===== config.mk =====
export PLATFORM = sky130hd
export DESIGN_NAME = mc_control_fsm_flat
export DESIGN_NICKNAME = d
export VERILOG_FILES = /design/src/rtl/mc_control_fsm_pkg.sv /design/src/rtl/mc_control_fsm_if.sv /design/src/rtl/mc_wait_counter.sv /design/src/rtl/mc_control_fsm.sv /design/src/flat_wrapper.sv
export SDC_FILE = /design/constraint.sdc
export NUM_CORES = 1
export LEC_CHECK = 0
export CAP_MARGIN = 10
export CELL_PAD_IN_SITES_DETAIL_PLACEMENT = 1
export CELL_PAD_IN_SITES_GLOBAL_PLACEMENT = 1
export CORE_ASPECT_RATIO = 0.6
export CORE_MARGIN = 3
export CORE_UTILIZATION = 37
export CTS_CLUSTER_SIZE = 10
export DETAILED_ROUTE_END_ITERATION = 10
export MAX_ROUTING_LAYER = met4
export PLACE_DENSITY_LB_ADDON = 0.05
export SLEW_MARGIN = 15
export SYNTH_ARGS = -nofsm -noshare
export SYNTH_HDL_FRONTEND = slang
export SYNTH_HIERARCHICAL = 1
export SYNTH_SLANG_ARGS = --single-unit

===== constraint.sdc =====
create_clock -name clk -period 3.62 [get_ports clk]
set_input_delay 0.724 -clock clk [delete_from_list [all_inputs] [get_ports clk]]
set_output_delay 0.724 -clock clk [all_outputs]
set_load 0.05 [all_outputs]

===== src/rtl/mc_control_fsm_pkg.sv =====
// Shared opcodes, functs, state encodings and select values
// for the multicycle controller and its datapath.
package mc_control_fsm_pkg;

  localparam int CNT_W = 4;

  localparam logic [5:0] OP_RTYPE = 6'b000000;
  localparam logic [5:0] OP_J     = 6'b000010;
  localparam logic [5:0] OP_JAL   = 6'b000011;
  localparam logic [5:0] OP_BEQ   = 6'b000100;
  localparam logic [5:0] OP_BNE   = 6'b000101;
  localparam logic [5:0] OP_ADDI  = 6'b001000;
  localparam logic [5:0] OP_SLTI  = 6'b001010;
  localparam logic [5:0] OP_ANDI  = 6'b001100;
  localparam logic [5:0] OP_ORI   = 6'b001101;
  localparam logic [5:0] OP_XORI  = 6'b001110;
  localparam logic [5:0] OP_LW    = 6'b100011;
  localparam logic [5:0] OP_SW    = 6'b101011;

  localparam logic [5:0] F_SLL  = 6'b000000;
  localparam logic [5:0] F_SRL  = 6'b000010;
  localparam logic [5:0] F_SRA  = 6'b000011;
  localparam logic [5:0] F_JR   = 6'b001000;
  localparam logic [5:0] F_ADD  = 6'b100000;
  localparam logic [5:0] F_ADDU = 6'b100001;
  localparam logic [5:0] F_SUB  = 6'b100010;
  localparam logic [5:0] F_SUBU = 6'b100011;
  localparam logic [5:0] F_AND  = 6'b100100;
  localparam logic [5:0] F_OR   = 6'b100101;
  localparam logic [5:0] F_XOR  = 6'b100110;
  localparam logic [5:0] F_NOR  = 6'b100111;
  localparam logic [5:0] F_SLT  = 6'b101010;
  localparam logic [5:0] F_SLTU = 6'b101011;

  localparam logic [1:0] DST_RT = 2'd0;
  localparam logic [1:0] DST_RD = 2'd1;
  localparam logic [1:0] DST_RA = 2'd2;
  localparam logic [1:0] M2R_ALU = 2'd0;
  localparam logic [1:0] M2R_MDR = 2'd1;
  localparam logic [1:0] M2R_PC  = 2'd2;
  localparam logic [1:0] SRCA_PC    = 2'd0;
  localparam logic [1:0] SRCA_A     = 2'd1;
  localparam logic [1:0] SRCA_SHAMT = 2'd2;
  localparam logic [1:0] ALU_ADD   = 2'd0;
  localparam logic [1:0] ALU_SUB   = 2'd1;
  localparam logic [1:0] ALU_FUNCT = 2'd2;
  localparam logic [1:0] ALU_ITYPE = 2'd3;
  localparam logic [1:0] PCS_ALU    = 2'd0;
  localparam logic [1:0] PCS_ALUOUT = 2'd1;
  localparam logic [1:0] PCS_JUMP   = 2'd2;
  localparam logic [1:0] PCS_REG    = 2'd3;
  localparam logic [2:0] SRCB_B     = 3'd0;
  localparam logic [2:0] SRCB_4     = 3'd1;
  localparam logic [2:0] SRCB_IMM   = 3'd2;
  localparam logic [2:0] SRCB_SHIMM = 3'd3;
  localparam logic [2:0] SRCB_A     = 3'd4;

  typedef enum logic [4:0] {
    S_IDLE, S_FETCH, S_FETCH_WAIT, S_DECODE,
    S_EXEC_R, S_EXEC_I, S_EXEC_MEM, S_MEM_RD,
    S_MEM_WR, S_MEM_WAIT, S_WB_R, S_WB_I,
    S_WB_MEM, S_BRANCH, S_JUMP, S_JAL_WB,
    S_JR, S_HALT
  } state_t;

  typedef struct packed {
    logic       mem_write;
    logic       ir_write;
    logic       reg_write;
    logic       pc_write;
    logic       pc_write_cond;
    logic       branch_ne;
    logic       iord;
    logic [1:0] reg_dst;
    logic [1:0] mem_to_reg;
    logic [1:0] alu_src_a;
    logic [1:0] alu_op;
    logic [1:0] pc_source;
    logic [2:0] alu_src_b;
  } ctrl_t;

  function automatic logic is_shift(logic [5:0] fn);
    return fn inside {F_SLL, F_SRL, F_SRA};
  endfunction

  function automatic logic alu_funct_ok(logic [5:0] fn);
    return fn inside {F_SLL, F_SRL, F_SRA, F_ADD,
      F_ADDU, F_SUB, F_SUBU, F_AND, F_OR, F_XOR,
      F_NOR, F_SLT, F_SLTU};
  endfunction

  function automatic logic is_itype(logic [5:0] op);
    return op inside {OP_ADDI, OP_SLTI, OP_ANDI,
      OP_ORI, OP_XORI};
  endfunction

  function automatic ctrl_t decode_ctrl(
    state_t s, logic [5:0] op, logic [5:0] fn);
    ctrl_t c;
    c = '0;
    unique case (s)
      S_FETCH: begin
        c.ir_write  = 1'b1;
        c.pc_write  = 1'b1;
        c.alu_src_b = SRCB_4;
      end
      S_DECODE: c.alu_src_b = SRCB_SHIMM;
      S_EXEC_R: begin
        c.alu_op = ALU_FUNCT;
        if (is_shift(fn)) begin
          c.alu_src_a = SRCA_SHAMT;
          c.alu_src_b = SRCB_A;
        end else begin
          c.alu_src_a = SRCA_A;
          c.alu_src_b = SRCB_B;
        end
      end
      S_WB_R: begin
        c.reg_dst   = DST_RD;
        c.reg_write = 1'b1;
      end
      S_EXEC_I: begin
        c.alu_src_a = SRCA_A;
        c.alu_src_b = SRCB_IMM;
        c.alu_op    = ALU_ITYPE;
      end
      S_WB_I: c.reg_write = 1'b1;
      S_EXEC_MEM: begin
        c.alu_src_a = SRCA_A;
        c.alu_src_b = SRCB_IMM;
      end
      S_MEM_RD:   c.iord = 1'b1;
      S_MEM_WR: begin
        c.iord      = 1'b1;
        c.mem_write = 1'b1;
      end
      S_MEM_WAIT: c.iord = 1'b1;
      S_WB_MEM: begin
        c.mem_to_reg = M2R_MDR;
        c.reg_write  = 1'b1;
      end
      S_BRANCH: begin
        c.alu_src_a     = SRCA_A;
        c.alu_src_b     = SRCB_B;
        c.alu_op        = ALU_SUB;
        c.pc_source     = PCS_ALUOUT;
        c.pc_write_cond = 1'b1;
        c.branch_ne     = (op == OP_BNE);
      end
      S_JUMP: begin
        c.pc_source = PCS_JUMP;
        c.pc_write  = 1'b1;
      end
      S_JAL_WB: begin
        c.reg_dst    = DST_RA;
        c.mem_to_reg = M2R_PC;
        c.reg_write  = 1'b1;
      end
      S_JR: begin
        c.pc_source = PCS_REG;
        c.pc_write  = 1'b1;
      end
      default: c = '0;
    endcase
    return c;
  endfunction

endpackage


===== src/rtl/mc_control_fsm_if.sv =====
// Controller-to-datapath bundle: instruction fields in,
// control strobes and selects out.
interface mc_control_fsm_if;
  logic [5:0] Op_code;
  logic [5:0] Funct;
  logic       MemWrite;
  logic       IRWrite;
  logic       RegWrite;
  logic       PCWrite;
  logic       PCWriteCond;
  logic       BranchNe;
  logic       IorD;
  logic       illegal_op;
  logic [1:0] RegDst;
  logic [1:0] MemtoReg;
  logic [1:0] ALUSrcA;
  logic [1:0] ALUOp;
  logic [1:0] PCSource;
  logic [2:0] ALUSrcB;
  logic [4:0] state_dbg;

  modport master (
    input  Op_code, Funct,
    output MemWrite, IRWrite, RegWrite, PCWrite,
    output PCWriteCond, BranchNe, IorD, illegal_op,
    output RegDst, MemtoReg, ALUSrcA, ALUOp,
    output PCSource, ALUSrcB, state_dbg
  );

  modport slave (
    output Op_code, Funct,
    input  MemWrite, IRWrite, RegWrite, PCWrite,
    input  PCWriteCond, BranchNe, IorD, illegal_op,
    input  RegDst, MemtoReg, ALUSrcA, ALUOp,
    input  PCSource, ALUSrcB, state_dbg
  );
endinterface


===== src/rtl/mc_wait_counter.sv =====
// Saturating down-counter timing memory wait states;
// done is high while the count is zero.
module mc_wait_counter #(
  parameter int W = 4
) (
  input  logic         clk,
  input  logic         rst,
  input  logic         load,
  input  logic [W-1:0] load_val,
  input  logic         dec,
  output logic         done
);

  logic [W-1:0] cnt;

  always_ff @(posedge clk or posedge rst) begin
    if (rst) begin
      cnt <= '0;
    end else if (load) begin
      cnt <= load_val;
    end else if (dec && cnt != '0) begin
      cnt <= cnt - W'(1);
    end
  end

  assign done = (cnt == '0);

endmodule


===== src/rtl/mc_control_fsm.sv =====
// Multicycle MIPS-style control FSM with registered
// Moore outputs and configurable memory wait states.
module mc_control_fsm
  import mc_control_fsm_pkg::*;
#(
  parameter int MEM_WAIT        = 1,
  parameter int HALT_ON_ILLEGAL = 1
) (
  input logic           clk,
  input logic           rst,
  mc_control_fsm_if.master bus
);

  localparam logic [CNT_W-1:0] RELOAD =
    (MEM_WAIT > 0) ? CNT_W'(MEM_WAIT - 1) : '0;
  localparam logic SKIP_WAIT = (MEM_WAIT == 0);
  localparam logic HALT_ILL  = (HALT_ON_ILLEGAL != 0);

  state_t     state;
  state_t     nxt;
  ctrl_t      ctrl_q;
  logic       ill_q;
  logic       ill;
  logic       cnt_load;
  logic       cnt_dec;
  logic       cnt_done;
  logic [5:0] op;
  logic [5:0] fn;

  assign op = bus.Op_code;
  assign fn = bus.Funct;

  mc_wait_counter #(.W(CNT_W)) u_wait (
    .clk      (clk),
    .rst      (rst),
    .load     (cnt_load),
    .load_val (RELOAD),
    .dec      (cnt_dec),
    .done     (cnt_done)
  );

  always_comb begin
    nxt = state;
    ill = 1'b0;
    unique case (state)
      S_IDLE:  nxt = S_FETCH;
      S_FETCH: nxt = SKIP_WAIT ? S_DECODE
                               : S_FETCH_WAIT;
      S_FETCH_WAIT: if (cnt_done) nxt = S_DECODE;
      S_DECODE: begin
        unique case (1'b1)
          (op == OP_RTYPE && fn == F_JR):
            nxt = S_JR;
          (op == OP_RTYPE && alu_funct_ok(fn)):
            nxt = S_EXEC_R;
          is_itype(op):
            nxt = S_EXEC_I;
          (op == OP_LW || op == OP_SW):
            nxt = S_EXEC_MEM;
          (op == OP_BEQ || op == OP_BNE):
            nxt = S_BRANCH;
          (op == OP_J):
            nxt = S_JUMP;
          (op == OP_JAL):
            nxt = S_JAL_WB;
          default: begin
            ill = 1'b1;
            nxt = HALT_ILL ? S_HALT : S_FETCH;
          end
        endcase
      end
      S_EXEC_R: nxt = S_WB_R;
      S_EXEC_I: nxt = S_WB_I;
      S_EXEC_MEM:
        nxt = (op == OP_LW) ? S_MEM_RD : S_MEM_WR;
      S_MEM_RD: nxt = SKIP_WAIT ? S_WB_MEM
                                : S_MEM_WAIT;
      S_MEM_WR: nxt = SKIP_WAIT ? S_FETCH
                                : S_MEM_WAIT;
      // the instruction register is stable through
      // the access, so Op_code still tells LW from SW
      S_MEM_WAIT:
        if (cnt_done)
          nxt = (op == OP_LW) ? S_WB_MEM : S_FETCH;
      S_WB_R:   nxt = S_FETCH;
      S_WB_I:   nxt = S_FETCH;
      S_WB_MEM: nxt = S_FETCH;
      S_BRANCH: nxt = S_FETCH;
      S_JUMP:   nxt = S_FETCH;
      S_JAL_WB: nxt = S_JUMP;
      S_JR:     nxt = S_FETCH;
      default:  nxt = state;
    endcase
  end

  always_comb begin
    cnt_load =
      (nxt == S_FETCH_WAIT && state != S_FETCH_WAIT) ||
      (nxt == S_MEM_WAIT && state != S_MEM_WAIT);
    cnt_dec =
      (state == S_FETCH_WAIT || state == S_MEM_WAIT) &&
      !cnt_done;
  end

  always_ff @(posedge clk or posedge rst) begin
    if (rst) begin
      state  <= S_IDLE;
      ctrl_q <= '0;
      ill_q  <= 1'b0;
    end else begin
      state  <= nxt;
      ctrl_q <= decode_ctrl(nxt, op, fn);
      if (ill) ill_q <= 1'b1;
    end
  end

  assign bus.MemWrite    = ctrl_q.mem_write;
  assign bus.IRWrite     = ctrl_q.ir_write;
  assign bus.RegWrite    = ctrl_q.reg_write;
  assign bus.PCWrite     = ctrl_q.pc_write;
  assign bus.PCWriteCond = ctrl_q.pc_write_cond;
  assign bus.BranchNe    = ctrl_q.branch_ne;
  assign bus.IorD        = ctrl_q.iord;
  assign bus.RegDst      = ctrl_q.reg_dst;
  assign bus.MemtoReg    = ctrl_q.mem_to_reg;
  assign bus.ALUSrcA     = ctrl_q.alu_src_a;
  assign bus.ALUOp       = ctrl_q.alu_op;
  assign bus.PCSource    = ctrl_q.pc_source;
  assign bus.ALUSrcB     = ctrl_q.alu_src_b;
  assign bus.illegal_op  = ill_q;
  assign bus.state_dbg   = state;

endmodule


===== src/flat_wrapper.sv =====
// flat-port wrapper written by rule: the top's interface ports become plain ports
module mc_control_fsm_flat import mc_control_fsm_pkg::*;
#(
  parameter int MEM_WAIT        = 1,
  parameter int HALT_ON_ILLEGAL = 1
)
  (clk, rst, bus_Op_code, bus_Funct, bus_MemWrite, bus_IRWrite, bus_RegWrite, bus_PCWrite, bus_PCWriteCond, bus_BranchNe, bus_IorD, bus_illegal_op, bus_RegDst, bus_MemtoReg, bus_ALUSrcA, bus_ALUOp, bus_PCSource, bus_ALUSrcB, bus_state_dbg);
  mc_control_fsm_if bus_i ();
  input logic clk;
  input logic rst;
  input wire logic [$bits(bus_i.Op_code)-1:0] bus_Op_code;
  input wire logic [$bits(bus_i.Funct)-1:0] bus_Funct;
  output wire logic [$bits(bus_i.MemWrite)-1:0] bus_MemWrite;
  output wire logic [$bits(bus_i.IRWrite)-1:0] bus_IRWrite;
  output wire logic [$bits(bus_i.RegWrite)-1:0] bus_RegWrite;
  output wire logic [$bits(bus_i.PCWrite)-1:0] bus_PCWrite;
  output wire logic [$bits(bus_i.PCWriteCond)-1:0] bus_PCWriteCond;
  output wire logic [$bits(bus_i.BranchNe)-1:0] bus_BranchNe;
  output wire logic [$bits(bus_i.IorD)-1:0] bus_IorD;
  output wire logic [$bits(bus_i.illegal_op)-1:0] bus_illegal_op;
  output wire logic [$bits(bus_i.RegDst)-1:0] bus_RegDst;
  output wire logic [$bits(bus_i.MemtoReg)-1:0] bus_MemtoReg;
  output wire logic [$bits(bus_i.ALUSrcA)-1:0] bus_ALUSrcA;
  output wire logic [$bits(bus_i.ALUOp)-1:0] bus_ALUOp;
  output wire logic [$bits(bus_i.PCSource)-1:0] bus_PCSource;
  output wire logic [$bits(bus_i.ALUSrcB)-1:0] bus_ALUSrcB;
  output wire logic [$bits(bus_i.state_dbg)-1:0] bus_state_dbg;
  assign bus_i.Op_code = bus_Op_code;
  assign bus_i.Funct = bus_Funct;
  assign bus_MemWrite = bus_i.MemWrite;
  assign bus_IRWrite = bus_i.IRWrite;
  assign bus_RegWrite = bus_i.RegWrite;
  assign bus_PCWrite = bus_i.PCWrite;
  assign bus_PCWriteCond = bus_i.PCWriteCond;
  assign bus_BranchNe = bus_i.BranchNe;
  assign bus_IorD = bus_i.IorD;
  assign bus_illegal_op = bus_i.illegal_op;
  assign bus_RegDst = bus_i.RegDst;
  assign bus_MemtoReg = bus_i.MemtoReg;
  assign bus_ALUSrcA = bus_i.ALUSrcA;
  assign bus_ALUOp = bus_i.ALUOp;
  assign bus_PCSource = bus_i.PCSource;
  assign bus_ALUSrcB = bus_i.ALUSrcB;
  assign bus_state_dbg = bus_i.state_dbg;
  mc_control_fsm #(.MEM_WAIT(MEM_WAIT), .HALT_ON_ILLEGAL(HALT_ON_ILLEGAL)) u_core (.clk(clk), .rst(rst), .bus(bus_i));
endmodule

==> impl_metrics.ini <==
[critical_path]
required_ps = 3800
cp_max_fo = 7
worstSetupPathType = in2reg
cpPeakStageDelay_ps = 520
crit_arrival_ps = 3400
slowest_stage = clkdlybuf4s50_1
crit_top_cell = nor3b_1
reg2regPathDepth = 12
critPathLaunchType = input pin
reg2reg_slack_ps = 640
cp-end-kind = flip-flop
timing.rr.end = u_core/bus.ALUSrcA[1]
path_cells = clkdlybuf4s50_1 > nor3b_1 > nand3_1 > o211ai_1 > a41o_1 > inv_1 > nor3_1 > nor3b_1
r2r_start = u_core/u_wait/cnt[0]

[cts]
clock-sinks = 29
insertion_delay_ps = 280
cts_tree = done
post-cts-setup-buffer-count = 0
h-tree-depth = 2
cts_max_path_buffers = 2
cts_root_buffer = clkbuf_8
cts_buffers = 5
hold_buffers = 0
clk_pin_slew_worst_paths_ps = 60
cts_resized = 0

[drt]
drt-total-wl_um = 4970
wl_per_cell_um = 17.2
route.detailed.drc = 0
ant_nets = 0
dr.pass1.iters = 4
via_per_inst = 5.61
vias = 1620
dr.first_iter.drc_count = 80

[sta]
final_max_slew_viol_count = 0
fmax_mhz = 310
final-setup-viol-count = 0
slew_headroom_pct = 37.7
grt_setup_unrepaired = false
fin_crit_sh_pct = 89.0
worst_slew_pin_slew_ps = 933
finalSetupTns_ps = 0
fin_crit_ps = 3220
hold_violations = 0
fin_skew_ps = 6.63
whs_ps = 489

[place]
dp.cells = 281
portBuffers = 39
place_congestion = 0.860
dp_hpwl_um = 3700

[synth]
synth_area_leader_cell = dfrtp_1
synth-seq-cells = 29
synth_common_cells = dfrtp_1 (29), inv_1 (14), a21oi_1 (12), nor2_1 (12), nand2_1 (10)
ys_async_sr_fraction_pct = 100
synthTopCellsByArea = dfrtp_1 (42%), a21oi_1 (3.5%), nand2b_1 (3.2%)
synth_top_area_share_pct = 41.8
syn_area_mm2 = 0.00173
yosysSeqAreaShare_pct = 41.8
synthMostInstantiatedCell = dfrtp_1
synth_edf_count = 0
synth_cells = 186
ys_types = 59
avgSynthCellArea_um2 = 9.32
synth_flop_cell = dfrtp_1
yosys_warnings = 6

[floorplan]
die-width_um = 94.4
die_area_mm2 = 0.00557
row_count = 18
core_mm2 = 0.00430
start_util_pct = 40.3
io_pins = 40
die_h_um = 59.0

[min_path]
worstHoldPathType = reg2reg
min_from = u_core/bus.illegal_op
whs_endpoint = u_core/bus.illegal_op
worstHoldPathCells = 1

[status]
outcome = finished, final reports clean

[power_and_ir_drop]
leakage_uw = 0.000944
power_uw = 623
p_per_area_mw_per_mm2 = 274
vdd_ir_drop_max_uv = 222

[layout]
areaGrowthSynthToFinish_pct = 31.0
final_cells = 289
final_nets = 243
utilization_pct = 52.8
layout-drive-gt1-share_pct = 10.0
ff_latch_area_um2 = 726
antennaDiodeCount = 0
multiInputGateArea_um2 = 923
fillers = 505

[global_routing]
antenna_found_initial = 0
grt_pass1_wl_um = 8360
track_usage_pct = 20.1
grt_max_degree = 26
grt-ovfl-total = 0
first_global_vias = 1658

[run]
cap_viol_max_count = 0
layout make-up:
cell class                 count  area share, %
sequential                    29           31.9
tap                           60           3.30
inverter                      14           2.31
clock buffer                   6           3.19
multi-input combinational    136           40.6
timing repair buffer          42           18.2
clock inverter                 2          0.441
kinds of logic (layout without fill, tap and decap cells):
logic type      Yosys count  in the layout  synth area share (%)
buf+inv                  24             64                  5.56
simple gates             80             80                  28.7
flops                    29             29                  41.8
fa+ha+maj                 1              1                 0.721
other cells               1              4                 0.216
mux                       1              1                 0.577
compound gates           49             49                  21.9
xor+xnor                  1              1                 0.505
placed cells by master (no fill, tap or decap), types with 3 or more instances in the layout:
master	n
clkdlybuf4s50_1	39
or2_2	3
buf_4	3
nor2_1	12
dfrtp_1	29
nor3_1	8
a21oi_1	12
clkbuf_8	5
nor3b_1	4
nor2b_1	6
or4_1	4
o211ai_1	4
nand2_1	10
nand2b_1	9
o32ai_1	4
conb_1	4
inv_1	14
o21ai_0	5
metal layers:
| layer | global-route usage (%) | wire, um | up-vias |
|---|---|---|---|
| met5 | - | 0 | - |
| met4 | 4.53 | 29 | 0 |
| met3 | 4.95 | 217 | 7 |
| met2 | 29.7 | 2230 | 43 |
| met1 | 28.2 | 2500 | 805 |
| li1 | - | - | 765 |
worst max-delay path by stage:
stage	slack [ps]	end	depth (start not counted)	from
6_report	400	u_core/bus.ALUSrcA[1]	8	bus_Op_code[1]
5_1_grt	170	u_core/bus.ALUSrcA[1]	8	bus_Op_code[1]
4_1_cts	470	u_core/bus.ALUSrcA[1]	8	bus_Op_code[1]
3_5_place_dp	210	u_core/bus.ALUSrcA[1]	8	bus_Op_code[1]
3_3_place_gp	300	u_core/bus.PCWrite	8	bus_Op_code[5]
2_1_floorplan	810	u_core/bus.ALUSrcB[1]	7	bus_Op_code[1]
report_power, final:
| part | switching, uW | internal, uW | leakage, uW |
|---|---|---|---|
| combinational | 25.6 | 20.6 | 0.000529 |
| clock | 119 | 133 | 0.0000450 |
| sequential | 0.464 | 325 | 0.000370 |
| total | 145 | 478 | 0.000944 |
state kept, by name (all words and copies together) (netlist names):
signal                  flops
u_core/u_wait/cnt           4
u_core/bus.ALUSrcB          2
u_core/bus.illegal_op       1
u_core/bus.ALUSrcA          2
u_core/bus.IorD             1
u_core/bus.ALUOp            2
u_core/bus.PCSource         2
u_core/bus.BranchNe         1
u_core/bus.RegWrite         1
u_core/bus.PCWriteCond      1
u_core/bus.IRWrite          1
u_core/bus.MemWrite         1
u_core/bus.PCWrite          1
u_core/bus.state_dbg        5
u_core/bus.RegDst           2
u_core/bus.MemtoReg         2
through the flow:
step	setup WS (ps)	instance area [um^2]
6_report	399	2270
5_1_grt	170	2270
4_1_cts	471	2270
3_5_place_dp	212	2190
3_3_place_gp	299	2190
2_1_floorplan	812	1750
critical path: cells and delay by family:
family / cells / cell delay, ps
AO/OA/AOI/OAI: 2 / 660
AND/OR/NAND/NOR: 4 / 1320
buffers and inverters: 2 / 690
(Power assumes the default switching activity.)
==> RTL change 1: new RTL, same flow settings <==
`CNT_W`: 4 -> 6.
--- a/src/rtl/mc_control_fsm_pkg.sv
+++ b/src/rtl/mc_control_fsm_pkg.sv
@@ -4,3 +4,3 @@
 
-  localparam int CNT_W = 4;
+  localparam int CNT_W = 6;
 
Formal check against the unedited RTL: no difference found for any inputs over 10 cycles, from zero or initial values and one cycle with rst high; that may be too few to reach the edited logic, so the function may still have changed.
==> RTL change 1 against the original RTL <==
Routed wire length is 22% higher; via count is 12% higher; design area is 11% higher; area after synthesis is 9.5% higher; power is 21% higher; worst setup slack better by 0.12 ns; cell count is 11% higher; clock skew is 0.00053 ns higher; sequential cell count is 2 higher; critical endpoint is now u_core/bus.PCWrite.
==> RTL change 1: results (changes against the original RTL) <==
stage,metric,value,unit,change
clocking,clk root buf,clkbuf_8,,
yosys,largest cells by area after synthesis,"dfrtp_1 (41%), a21oi_1 (3.4%), nor2_1 (3.2%), inv_1 (3.0%), nand2b_1 (3.0%)",,
routing,DRT Pass-1 Iters,6,,+2
routing,vias,1807,,+12%
yosys,Yosys Warn Count,6,,unchanged
sta,skew final,0.00716,ns,+0.000526 ns
pwr,P_int,0.577,mW,+21%
routing,total routed wirelength,6080,um,+22%
critical_path,Critical R2R Launch,u_core/u_wait/cnt[0],,
place,area of placed instances,0.00240,sq mm,+9.7%
clocking,post-CTS setup buffer count,0,,unchanged
pwr,Pleak,1.04,nW,+11%
place,gp weighted congestion,0.812,,-5.6%
sta,Least-Margin Pin Slew,1.00,ns,+0.0692 ns
grt,global-route usage over all layers,0.220,,+0.0189
place,IO buf count,39,,unchanged
critical_path,RR Endpoint,u_core/bus.PCWrite,,
yosys,register area share after synthesis,0.409,,-0.00977
routing,Routed WL per cell,19.0,um,+10%
final_layout,final net count,272,,+12%
place,pre-CTS WS,0.224,ns,+0.0122 ns
grt,first-pass GRT wire length,9880,um,+18%
hold_path,Hold Crit Class,register to register,,
yosys,synthesized area per cell,9.17,sq um,-1.7%
run_status,outcome,"finished, final reports clean",,
yosys,Synth top cells by count,"dfrtp_1 (31), nor2_1 (16), inv_1 (15)",,
critical_path,Worst EP arrival,3.27,ns,-0.13 ns
yosys,Synth cell types,60,,+1.7%
final_layout,antenna cells,0,,unchanged
critical_path,FF-to-FF path depth,11,,-1
final_layout,Largest register FFs,6,,+1
sta,Hold Slack,0.495,ns,+0.00595 ns
critical_path,CP max FO,9,,+2
clocking,Post-CTS Resized,0,,unchanged
place,placed insts,312,,+11%
place,dpl hpwl,4380,um,+18%
pwr,maximum vdd drop,184,uV,-17%
routing,initial drt markers,101,,+26%
final_layout,layout cells sized above 1,0.113,,+0.0124
-- RTL change 1: cell families after synthesis --
kind of cell               Yosys count  share of synthesized area
and+or+nand+nor                     90                      0.279
AOI/OAI and AO/OA                   55                      0.230
DFF                                 31                      0.409
buffers and inverters               26                     0.0567
adders and majority gates            2                     0.0132
other                                1                    0.00198
xor gates and xnor gates             1                    0.00462
muxes                                1                    0.00527
-- RTL change 1: area by class of cell --
cell class / instances / area [sq um]
repair buffers: 48 / 458
clock inverters: 3 / 43.8
well taps: 63 / 78.8
multi-input cells: 155 / 1030
inverters: 15 / 56.3
fillers: 563 / 2240
clock buffers: 5 / 68.8
flip-flops and latches: 31 / 776
-- RTL change 1: worst max-delay path, stage by stage --
cell and delay [ns]:
clkdlybuf4s50_1 0.53, or4_1 0.57, or4_4 0.45, a211oi_1 0.24, a211oi_2 0.17, o211ai_1 0.22
nor4_1 0.11, or2_1 0.25
-- RTL change 1: how the worst max path moves through the flow --
| stage | from | to | slack (ns) | cells past startpoint |
|---|---|---|---|---|
| after floorplan | bus_Op_code[1] | u_core/bus.ALUSrcB[1] | 0.81 | 7 |
| after global placement | bus_Op_code[5] | u_core/bus.RegWrite | 0.28 | 8 |
| after detailed placement | bus_Op_code[5] | u_core/bus.RegWrite | 0.22 | 8 |
| after CTS | bus_Op_code[5] | u_core/bus.PCWrite | 0.52 | 8 |
| after global routing | bus_Op_code[0] | u_core/bus.PCWrite | 0.27 | 8 |
| final | bus_Op_code[5] | u_core/bus.PCWrite | 0.52 | 8 |
-- RTL change 1: metal layers --
layer | routed length (um) | track usage
met1 | 3170 | 0.320
met2 | 2420 | 0.290
met4 | 96 | 0.0739
met3 | 388 | 0.0611
met5 | 0 | -
-- RTL change 1: power groups by stage --
stage / sequential, mW / clock, mW / combinational (mW)
floorplan: 0.360 / 0 / 0.0218
global placement: 0.358 / 0 / 0.0520
detailed placement: 0.358 / 0 / 0.0533
CTS: 0.351 / 0.360 / 0.0536
global route: 0.352 / 0.376 / 0.0586
finish: 0.352 / 0.349 / 0.0537
==> RTL change 2: new RTL, same settings <==
Without the edit above. Make the reset (`rst`) synchronous in 2 clocked blocks.
--- a/src/rtl/mc_wait_counter.sv
+++ b/src/rtl/mc_wait_counter.sv
@@ -15,3 +15,3 @@
 
-  always_ff @(posedge clk or posedge rst) begin
+  always_ff @(posedge clk) begin
     if (rst) begin
--- a/src/rtl/mc_control_fsm.sv
+++ b/src/rtl/mc_control_fsm.sv
@@ -104,3 +104,3 @@
 
-  always_ff @(posedge clk or posedge rst) begin
+  always_ff @(posedge clk) begin
     if (rst) begin
Function: differs if rst is asserted again (counterexample within 4 cycles, from zero or initial values and one cycle with rst high); with rst held inactive, the same outputs for 10 cycles.
==> RTL change 2 against the original RTL <==
Worst setup slack got worse by 0.0055 ns; die area rose by 3.3%; routed wire length rose by 8.2%; clock skew down 0.0054 ns; sequential cell count is 1 higher; design area rose by 5.8%; area after synthesis grew 3.6%; sequential share of layout area is 7.0 points lower; cell count rose by 9.3%; core utilization grew 1.9 points; highest routed layer unchanged.
Power is not compared: it rests on default switching activity, and its combinational part moved more than twofold at a synthesized area within 25%.
==> RTL change 2: results (changes against the original RTL) <==
stage,metric,value,unit,change
grt,global-route usage over all layers,0.208,,+0.00622
routing,initial drt markers,84,,+5.0%
place,dpl hpwl,4150,um,+12%
final_layout,"Non-clock buffers, area share",0.200,,+0.0181
final_layout,count of plain and timing-repair buffers,51,,+21%
yosys,ys async rst share,0,,-1.00
final_layout,Fill cells,511,,+1.2%
clocking,clk buf depth,2,,unchanged
sta,skew final,0.00120,ns,-0.00544 ns
critical_path,RR Endpoint,u_core/u_wait/cnt[1],,
run_status,outcome,"finished, final reports clean",,
place,placed insts,308,,+9.6%
yosys,synthesized-area fraction occupied by adder cells,0.00696,,-0.000251
critical_path,CP max stage cell,or4_4,,
routing,Via density,5.55,,-1.0%
yosys,register area share after synthesis,0.334,,-0.0842
yosys,Main synth FF type,dfxtp_1,,
yosys,Synth cell types,67,,+14%
routing,vias,1753,,+8.2%
critical_path,Critical R2R Launch,u_core/u_wait/cnt[1],,
critical_path,Worst Setup SP,bus_Op_code[3],,
yosys,Synth top cells by count,"dfxtp_1 (30), nor2_1 (20), nand2_1 (14)",,
critical_path,CP max FO,6,,-1
final_layout,invs w/o clock,9,,-5
yosys,Synth Area in XOR/XNOR,0.00487,,-0.000176
hold_path,Hold EP,u_core/bus.illegal_op,,
grt,M3 GR Usage,0.0377,,-0.0118
final_layout,clock buffers,6,,unchanged
place,pre-CTS WS,0.121,ns,-0.0911 ns
routing,total routed wirelength,5380,um,+8.2%
hold_path,hold path depth,2,,+1
grt,first-pass GRT wire length,9000,um,+7.8%
place,gp weighted congestion,0.802,,-6.8%
routing,met2 WL,2350,um,+5.4%
final_layout,multi-input gate count,158,,+16%
final_layout,seq_cells,30,,+3.4%
final_layout,sequential share of cell area,0.250,,-0.0696
yosys,compound-cell area share of the yosys netlist,0.235,,+0.0161
sta,Setup WS post-layout,0.393,ns,-0.00550 ns
yosys,synthesized area per cell,8.76,sq um,-6.0%
yosys,mapped cell area,0.00180,sq mm,+3.6%
final_layout,layout cells sized above 1,0.152,,+0.0519
routing,M1 WL,2760,um,+11%
critical_path,CP max stage delay,0.57,ns,+0.05 ns
grt,largest net degree at the start of global routing,20,,-23%
yosys,largest cells by area after synthesis,"dfxtp_1 (33%), nor2_1 (4.2%), nor3b_1 (3.3%), nand2_1 (2.9%), nor4b_2 (2.5%)",,
final_layout,Final clock-cell share,0.0395,,+0.00320
routing,met3 wire length,236,um,+8.8%
place,area of placed instances,0.00231,sq mm,+5.5%
sta,Hold Slack,0.534,ns,+0.0448 ns
final_layout,multi-input combinational area share,0.466,,+0.0593
grt,met1 GRT Util,0.288,,+0.00651
grt,met2 usage,0.320,,+0.0228
hold_path,HP Start,u_core/bus.illegal_op,,
sta,Max-slew headroom,0.572,,+0.195
final_layout,final net count,270,,+11%
[RTL change 2: changes by cell type after synthesis, sizes merged, moves of 4 or more]
| cell | change |
|---|---|
| nand3 | +5 |
| o32ai | -5 |
| nand2 | +4 |
| inv | -5 |
| nor3b | +4 |
| dfxtp | +30 |
| a21oi | -4 |
| nor2 | +8 |
| dfrtp | -29 |
[RTL change 2: cells by family after synthesis]
family | after synthesis
xor+xnor | 1
mux | 2
other cells | 1
flops | 30
fa+ha+maj | 1
compound gates | 51
simple gates | 99
buf+inv | 20
[RTL change 2: power by group]
| group | total [mW] | leakage (nW) | switching [mW] | internal, mW |
|---|---|---|---|---|
| Clock | 0.280 | 0.0472 | 0.127 | 0.153 |
| Sequential | 0.452 | 0.244 | 0.0691 | 0.383 |
| Combinational | 0.948 | 0.611 | 0.579 | 0.368 |
| Total | 1.68 | 0.902 | 0.775 | 0.904 |
